[src/rtl/seq_mult16_pkg.sv]
// Shared types and constants for the sequential 16x16 shift-and-add multiplier.
package mult_pkg;

    localparam int WIDTH = 16;
    localparam int CNT_W = 5;
    localparam logic [CNT_W-1:0] LAST_ITER = 5'd15;

    typedef enum logic [1:0] {
        IDLE = 2'd0,
        RUN  = 2'd1,
        DONE = 2'd2
    } mult_state_t;

endpackage

[src/rtl/seq_mult16_cla16bit.sv]
// 16-bit carry-lookahead adder.
// The adder is built from four 4-bit groups, each with its own group generate/propagate.
module cla16bit (
    input  logic [15:0] a,
    input  logic [15:0] b,
    input  logic        cin,
    output logic [15:0] sum,
    output logic        cout,
    output logic        gen,
    output logic        pro
);

    logic [15:0] g;
    logic [15:0] p;
    logic [15:0] c;
    logic [3:0]  grp_g;
    logic [3:0]  grp_p;
    logic [4:0]  gc;

    always_comb begin
        g = a & b;
        p = a ^ b;
        for (int unsigned k = 0; k < 4; k++) begin
            grp_g[k] = g[4*k+3]
                     | (p[4*k+3] & g[4*k+2])
                     | (p[4*k+3] & p[4*k+2] & g[4*k+1])
                     | (p[4*k+3] & p[4*k+2] & p[4*k+1] & g[4*k]);
            grp_p[k] = &p[4*k +: 4];
        end

        // Group carries are expanded fully from cin so no carry depends on another carry.
        gc[0] = cin;
        gc[1] = grp_g[0] | (grp_p[0] & cin);
        gc[2] = grp_g[1] | (grp_p[1] & grp_g[0]) | (grp_p[1] & grp_p[0] & cin);
        gc[3] = grp_g[2] | (grp_p[2] & grp_g[1]) | (grp_p[2] & grp_p[1] & grp_g[0])
              | (grp_p[2] & grp_p[1] & grp_p[0] & cin);
        gc[4] = grp_g[3] | (grp_p[3] & grp_g[2]) | (grp_p[3] & grp_p[2] & grp_g[1])
              | (grp_p[3] & grp_p[2] & grp_p[1] & grp_g[0])
              | (grp_p[3] & grp_p[2] & grp_p[1] & grp_p[0] & cin);

        for (int unsigned k = 0; k < 4; k++) begin
            c[4*k]   = gc[k];
            c[4*k+1] = g[4*k] | (p[4*k] & gc[k]);
            c[4*k+2] = g[4*k+1] | (p[4*k+1] & g[4*k]) | (p[4*k+1] & p[4*k] & gc[k]);
            c[4*k+3] = g[4*k+2] | (p[4*k+2] & g[4*k+1]) | (p[4*k+2] & p[4*k+1] & g[4*k])
                     | (p[4*k+2] & p[4*k+1] & p[4*k] & gc[k]);
        end

        sum  = p ^ c;
        cout = gc[4];
        gen  = grp_g[3] | (grp_p[3] & grp_g[2]) | (grp_p[3] & grp_p[2] & grp_g[1])
             | (grp_p[3] & grp_p[2] & grp_p[1] & grp_g[0]);
        pro  = &grp_p;
    end

endmodule

[src/rtl/seq_mult16.sv]
// Sequential 16x16 unsigned shift-and-add multiplier with valid/ready on both sides.
// One multiplicand-or-zero partial sum per cycle; 16 iterations per product.
module seq_mult16
    import mult_pkg::*;
#(
    parameter int WIDTH = mult_pkg::WIDTH
) (
    input  logic                 clk,
    input  logic                 rst,
    input  logic                 in_valid,
    output logic                 in_ready,
    input  logic [WIDTH-1:0]     a,
    input  logic [WIDTH-1:0]     b,
    output logic                 out_valid,
    input  logic                 out_ready,
    output logic [2*WIDTH-1:0]   product,
    output logic                 busy
);

    mult_state_t      state_q, state_d;
    logic [WIDTH-1:0] m_q, m_d;
    logic [WIDTH-1:0] hi_q, hi_d;
    logic [WIDTH-1:0] lo_q, lo_d;
    logic [CNT_W-1:0] cnt_q, cnt_d;

    logic [WIDTH-1:0] add_b;
    logic [WIDTH-1:0] cla_sum;
    logic             cla_cout;
    logic             cla_gen_unused;
    logic             cla_pro_unused;

    assign add_b = lo_q[0] ? m_q : '0;

    cla16bit u_cla (
        .a    (hi_q),
        .b    (add_b),
        .cin  (1'b0),
        .sum  (cla_sum),
        .cout (cla_cout),
        .gen  (cla_gen_unused),
        .pro  (cla_pro_unused)
    );

    always_comb begin
        state_d = state_q;
        m_d     = m_q;
        hi_d    = hi_q;
        lo_d    = lo_q;
        cnt_d   = cnt_q;
        case (state_q)
            IDLE: begin
                if (in_valid) begin
                    m_d     = a;
                    hi_d    = '0;
                    lo_d    = b;
                    cnt_d   = '0;
                    state_d = RUN;
                end
            end
            RUN: begin
                // cout lands in hi[15], so the 17th bit of every partial sum is kept.
                hi_d  = {cla_cout, cla_sum[WIDTH-1:1]};
                lo_d  = {cla_sum[0], lo_q[WIDTH-1:1]};
                cnt_d = cnt_q + 5'd1;
                if (cnt_q == LAST_ITER) begin
                    state_d = DONE;
                end
            end
            DONE: begin
                if (out_ready) begin
                    state_d = IDLE;
                end
            end
            default: state_d = IDLE;
        endcase
    end

    always_ff @(posedge clk) begin
        if (rst) begin
            state_q <= IDLE;
            m_q     <= '0;
            hi_q    <= '0;
            lo_q    <= '0;
            cnt_q   <= '0;
        end else begin
            state_q <= state_d;
            m_q     <= m_d;
            hi_q    <= hi_d;
            lo_q    <= lo_d;
            cnt_q   <= cnt_d;
        end
    end

    assign in_ready  = (state_q == IDLE) && !rst;
    assign out_valid = (state_q == DONE);
    assign busy      = (state_q != IDLE);
    assign product   = {hi_q, lo_q};

endmodule

[config.mk]
export PLATFORM = sky130hd
export DESIGN_NAME = seq_mult16
export DESIGN_NICKNAME = d
export VERILOG_FILES = /design/src/rtl/seq_mult16_pkg.sv /design/src/rtl/seq_mult16_cla16bit.sv /design/src/rtl/seq_mult16.sv
export SDC_FILE = /design/constraint.sdc
export NUM_CORES = 1
export LEC_CHECK = 0
export CAP_MARGIN = 20
export CORE_MARGIN = 10
export CORE_UTILIZATION = 50
export CTS_BUF_LIST = sky130_fd_sc_hd__clkbuf_4 sky130_fd_sc_hd__clkbuf_8 sky130_fd_sc_hd__clkbuf_16
export DETAILED_ROUTE_END_ITERATION = 10
export PLACE_DENSITY = 0.81
export SYNTH_ARGS = -nofsm -noshare
export SYNTH_HDL_FRONTEND = slang
export SYNTH_SLANG_ARGS = --single-unit
[constraint.sdc]
create_clock -name clk -period 3.3 [get_ports clk]
set_input_delay 0.66 -clock clk [delete_from_list [all_inputs] [get_ports clk]]
set_output_delay 0.66 -clock clk [all_outputs]
set_load 0.01 [all_outputs]
==> results_dict.tcl, run 1 <==
set metrics [dict create \
    crit_path_max_fanout 18 \
    start_kind "flip-flop" \
    hpwl_um 5570 \
    yosysUniqueCellTypes 44 \
    synthFlopType "dfxtp_1" \
    outcome "finished, final reports clean" \
    power_density_mw_per_mm2 377 \
    ys_seq_area_share_pct 37.4 \
    grt_setup_unrepaired "no" \
    nets 488 \
    slew_violations 0 \
    cts_hold_buffers 0 \
    die_h_um 96.7 \
    cp_data_required_time_ns 3.48 \
    drt_iter0_drc 133 \
    worstPathArrival_ns 3.12 \
    finalClockSkew_ns 0.00709 \
    gp_congestion 0.906 \
    portBuffers 70 \
    holdCritStartpoint "m_q[11]" \
    clkSinkCount 55 \
    worstSetupPathType "flip-flop to flip-flop" \
    die_x_um 96.7 \
    start_util_pct 52.4 \
    cts_buffer_depth 2 \
    wl_per_cell_um 15.8 \
    cp-end-kind "flip-flop" \
    max-slew-margin-rel_pct 58.8 \
    antenna_left 0 \
    drt-total-wl_um 7950 \
    vias 2792 \
    areaGrowthSynthToFinish_pct 29.2 \
    syn_avg_cell_area_um2 7.97 \
    core_mm2 0.00561 \
    tightest_slew_ns 0.615 \
    ys_ff_latch 55 \
    drcViolationCount 0 \
    grt_pass1_vias 2698 \
    yosysWarnings 0 \
    dieArea_mm2 0.00935 \
    async_flop_share_pct 0 \
    fin_crit_sh_pct 89.1 \
    htreeDepth 2 \
    fmax_mhz 340 \
    antenna_found_initial 0 \
    netlist_instances 369 \
    grt_pass1_wl_um 13300 \
    tns_ns 0 \
    r2r_start "lo_q[0]" \
    synth_area_mm2 0.00294 \
    utilization_pct 67.7 \
    seqCellArea_mm2 0.00110 \
    synth.net_count 427 \
    postCtsSetupRepairBufs 0 \
    firstDrtPassIters 4 \
    finalSetupViolations 0 \
    cts_tree "built" \
    critPathLaunch "lo_q[0]" \
    hold_viol 0 \
    hp-class "flip-flop to flip-flop" \
    pin_count 71 \
    max_cap_violations 0 \
    fin_crit_ns 2.94 \
    multi_input_area_mm2 0.00174 \
    insertedDiodeCount 0 \
    cts_resized 0 \
    synth_top_area_cell "dfxtp_1" \
    synth-edff-count 0 \
    via_per_inst 5.56 \
    clk_latency_ns 0.31 \
    cts_buffers 5 \
    p_leak_nw 1.51 \
    synth_top_cell_area_share_pct 37.4 \
    ir_worst_vdd_mv 0.241 \
    grt_max_degree 53 \
    clk_pin_slew_worst_paths_ns 0.10 \
    fp-row-count 27 \
    synthTopCellsByArea "dfxtp_1 37%, nand2_1 10%, ha_1 7.7%, a21oi_1 6.3%, a311oi_1 4.8%" \
    num-fill-cells 487 \
    grt-ovfl-total 0 \
    p_total_mw 1.43 \
    drive_gt1_share_pct 5.12 \
    cts_root_buf "clkbuf_8" \
    grt_usage_pct 16.2 \
]
[power by group]
part | switching [mW] | internal, mW
logic | 0.132 | 0.124
clock network | 0.222 | 0.222
registers | 0.0300 | 0.700
[cell families after synthesis]
family | after synthesis | synth area share, %
buffers and inverters | 29 | 3.74
AND/OR/NAND/NOR | 170 | 26.6
XOR/XNOR | 10 | 2.98
multiplexers | 2 | 0.681
AO/OA/AOI/OAI | 81 | 18.2
adder cells (fa/ha/maj) | 22 | 10.4
flip-flops | 55 | 37.4
[layout by cell type (no fill, tap or decap), types with 6 or more instances in the layout]
master,count
a21oi_1,37
a311oi_1,16
and2_1,19
clkdlybuf4s50_1,69
dfxtp_1,55
ha_1,18
inv_1,7
nand2_1,81
nand3_1,11
nor2_1,34
o21ai_0,6
xor2_1,7
[state kept, by name (all words and copies together) (netlist names)]
signal / cells
hi_q: 16
lo_q: 16
m_q: 16
cnt_q: 5
state_q: 2
[final cells by class]
class                   instances  share of cell area [%]
clock buffers                   5                    1.81
multi-input cells             285                    45.8
repair buffers                 75                    19.3
well taps                      72                    2.37
flip-flops and latches         55                    29.0
inverters                       8                   0.791
clock inverters                 2                   0.988
[final timing paths]
path         cells after the start        to  slack (ns)
min reg2reg                      2   m_q[11]        0.46
max reg2reg                     11  hi_q[11]        0.36
min                              2   m_q[11]        0.46
max                             11  hi_q[11]        0.36
[through the flow]
step	hold WS, ns	instances	worst slack (ns)	area [µm²]
5_1_grt	0.481	502	0.118	3800
3_3_place_gp	0.440	495	0.462	3690
3_5_place_dp	0.447	495	0.397	3690
4_1_cts	0.463	502	0.370	3800
2_1_floorplan	0.429	369	0.632	2940
6_report	0.459	502	0.360	3800
[worst max-delay path: stages (launching register included)]
cell and delay [ns]:
dfxtp_1 0.64, and2_1 0.25, ha_1 0.20, a21oi_1 0.09, o21ai_2 0.22, inv_2 0.08
or3_4 0.41, and2_4 0.16, o21ai_0 0.20, fa_1 0.44, nand2_1 0.06, a21oi_1 0.06
[cell usage after synthesis, drive strengths merged (5+ instances only)]
library cell and instances:
inv 8, clkbuf 16, xor2 7, nor2 34
and2 20, a21oi 37, nor3 6, o21ai 7
buf 5, a311oi 16, nand3 11, ha 18
dfxtp 55, nand2 81
[routing by layer]
layer  wire, µm  vias up  part of all wire (%)  GRT usage [%]
met1       3340     1313                    42           19.3
met3        433        6                   5.4           3.48
li1           -     1399                     -              -
met5          0        -                     0              0
met4         63        0                  0.79           3.95
met2       4120       74                    52           28.6
(Power assumes the default switching activity.)
==> run 2, diff against run 1 <==
--- a/config.mk
+++ b/config.mk
@@ -11,6 +11,7 @@
 export CTS_BUF_LIST = sky130_fd_sc_hd__clkbuf_4 sky130_fd_sc_hd__clkbuf_8 sky130_fd_sc_hd__clkbuf_16
 export DETAILED_ROUTE_END_ITERATION = 10
 export PLACE_DENSITY = 0.81
+export SKIP_LAST_GASP = 1
 export SYNTH_ARGS = -nofsm -noshare
 export SYNTH_HDL_FRONTEND = slang
 export SYNTH_SLANG_ARGS = --single-unit
==> results of run 2 <==
No change in the layout: final DEF, timing and power equal those of run 1.
==> run 3, diff against run 2 <==
--- a/config.mk
+++ b/config.mk
@@ -10,8 +10,10 @@
 export CORE_UTILIZATION = 50
 export CTS_BUF_LIST = sky130_fd_sc_hd__clkbuf_4 sky130_fd_sc_hd__clkbuf_8 sky130_fd_sc_hd__clkbuf_16
 export DETAILED_ROUTE_END_ITERATION = 10
-export PLACE_DENSITY = 0.81
+export PLACE_DENSITY = 0.77
+export SETUP_SLACK_MARGIN = 0.15
 export SKIP_LAST_GASP = 1
+export SLEW_MARGIN = 0
 export SYNTH_ARGS = -nofsm -noshare
 export SYNTH_HDL_FRONTEND = slang
 export SYNTH_SLANG_ARGS = --single-unit
==> run 3 against run 2 <==
  * Critical path depth unchanged
  * Non-clock buffer count increased by 2
  * Register-to-register slack gained 0.07 ns
  * Core utilization about the same
  * Sequential power hardly changed
  * Cell area is essentially flat
  * Combinational power is essentially flat
  * Global-route usage is 0.19 points lower
  * Clock skew is 0.0079 ns higher
  * Highest routed layer unchanged
==> results_dict.tcl, run 3 (synthesis gave the netlist of run 1 again) <==
set metrics [dict create \
    outcome "finished, final reports clean" \
    nets 490 \
    hp-class "flip-flop to flip-flop" \
    cts_buffers 5 \
    power_density_mw_per_mm2 363 \
    worstPathArrival_ns 3.06 \
    hold_end "m_q[3]" \
    clkSinkCount 55 \
    antenna_found_initial 0 \
    hpwl_um 5850 \
    cts_resized 0 \
    grt_pass1_wl_um 13100 \
    vias 2831 \
    tightest_slew_ns 0.754 \
    ir_worst_vdd_mv 0.201 \
    postCtsSetupRepairBufs 0 \
    pin_count 71 \
    worstReg2RegEnd "hi_q[11]" \
    start_util_pct 52.4 \
    drt_iter0_drc 126 \
    crit_path_max_fanout 18 \
    reg2reg_slack_ns 0.43 \
    grt_usage_pct 16.0 \
    firstDrtPassIters 4 \
    slew_violations 0 \
    fin_crit_sh_pct 87.1 \
    cts_root_buf "clkbuf_8" \
    critPathLaunch "lo_q[0]" \
    r2r_cells 11 \
    max-slew-margin-rel_pct 49.6 \
    hold_depth 2 \
    clk_latency_ns 0.31 \
    max_cap_violations 0 \
    die_x_um 96.7 \
    final_common_cell "nand2_1" \
    tns_ns 0 \
    worstSetupPathType "flip-flop to flip-flop" \
    fin_crit_ns 2.87 \
    finalClockSkew_ns 0.0150 \
    htreeDepth 2 \
    hold_viol 0 \
    cts_hold_buffers 0 \
    drt-total-wl_um 7880 \
    die_h_um 96.7 \
    most-common-layout-cells "81 x nand2_1, 69 x clkdlybuf4s50_1, 54 x dfxtp_1" \
    insertedDiodeCount 0 \
    grt_pass1_vias 2737 \
    cp-end-kind "flip-flop" \
    num-fill-cells 498 \
    core_mm2 0.00561 \
    fp-row-count 27 \
    wl_per_cell_um 15.6 \
    r2r_start "lo_q[0]" \
    via_per_inst 5.61 \
    areaGrowthSynthToFinish_pct 29.2 \
    grt_max_degree 53 \
    gp_congestion 0.896 \
    clk_pin_slew_worst_paths_ns 0.11 \
    grt-ovfl-total 0 \
    reg_top3 "hi_q x16, lo_q x16, m_q x16" \
    fmax_mhz 348 \
    holdCritStartpoint "m_q[3]" \
    p_leak_nw 1.52 \
    drcViolationCount 0 \
    finalSetupViolations 0 \
    start_kind "flip-flop" \
    p_total_mw 1.38 \
    drive_gt1_share_pct 6.00 \
    grt_setup_unrepaired "no" \
    cts_buffer_depth 2 \
    portBuffers 70 \
    antenna_left 0 \
    dieArea_mm2 0.00935 \
    cp_data_required_time_ns 3.49 \
    cts_tree "built" \
    utilization_pct 67.8 \
]
run 3: changes by cell type in the layout (fill, tap and decap cells not counted):
cell        before  now
bufinv_16        1    0
buf_4            5    7
clkinv_4         0    1
clkinv_2         0    1
dfxtp_2          0    1
inv_6            0    1
clkinvlp_4       1    0
dfxtp_1         55   54
run 3: layer usage:
layer | track usage, % | routed length [µm]
met5 | 0 | 0
met4 | 6.20 | 159
met3 | 4.40 | 481
met2 | 26.5 | 3860
met1 | 19.1 | 3370
run 3: layout make-up:
class                      instances  area [µm²]  area share (%)
inverter                           8        30.0           0.790
timing repair buffer              77         748            19.7
tap                               72        90.1            2.37
multi-input combinational        285        1740            45.7
clock buffer                       5        68.8            1.81
sequential                        55        1100            29.0
clock inverter                     3        22.5           0.593
run 3: critical path: stages (launching register included):
cell and delay [ns]:
dfxtp_2 0.42, and2_1 0.19, ha_1 0.35, a21oi_1 0.11, o21ai_2 0.22, inv_2 0.08, or3_4 0.41, and2_4 0.16
o21ai_0 0.23, fa_1 0.45, nand2_1 0.07, a21oi_1 0.05
run 3: report_power, final:
group | switching (mW) | internal, mW
sequential | 0.0294 | 0.700
clock | 0.238 | 0.153
combinational | 0.131 | 0.127
total | 0.398 | 0.980
run 3: worst max-delay path by stage:
stage / end / depth (start not counted)
after CTS: hi_q[11] / 11
final: hi_q[11] / 11
after detailed placement: hi_q[11] / 11
after global routing: hi_q[11] / 11
after global placement: hi_q[11] / 11
after floorplan: hi_q[11] / 12
run 3: metrics by stage:
step | instance area, µm² | worst slack (ns) | hold slack [ns] | cells
3_5_place_dp | 3710 | 0.331 | 0.445 | 497
4_1_cts | 3800 | 0.315 | 0.460 | 505
3_3_place_gp | 3710 | 0.479 | 0.439 | 497
5_1_grt | 3800 | 0.230 | 0.484 | 505
6_report | 3800 | 0.427 | 0.456 | 505
2_1_floorplan | 2940 | 0.632 | 0.429 | 369
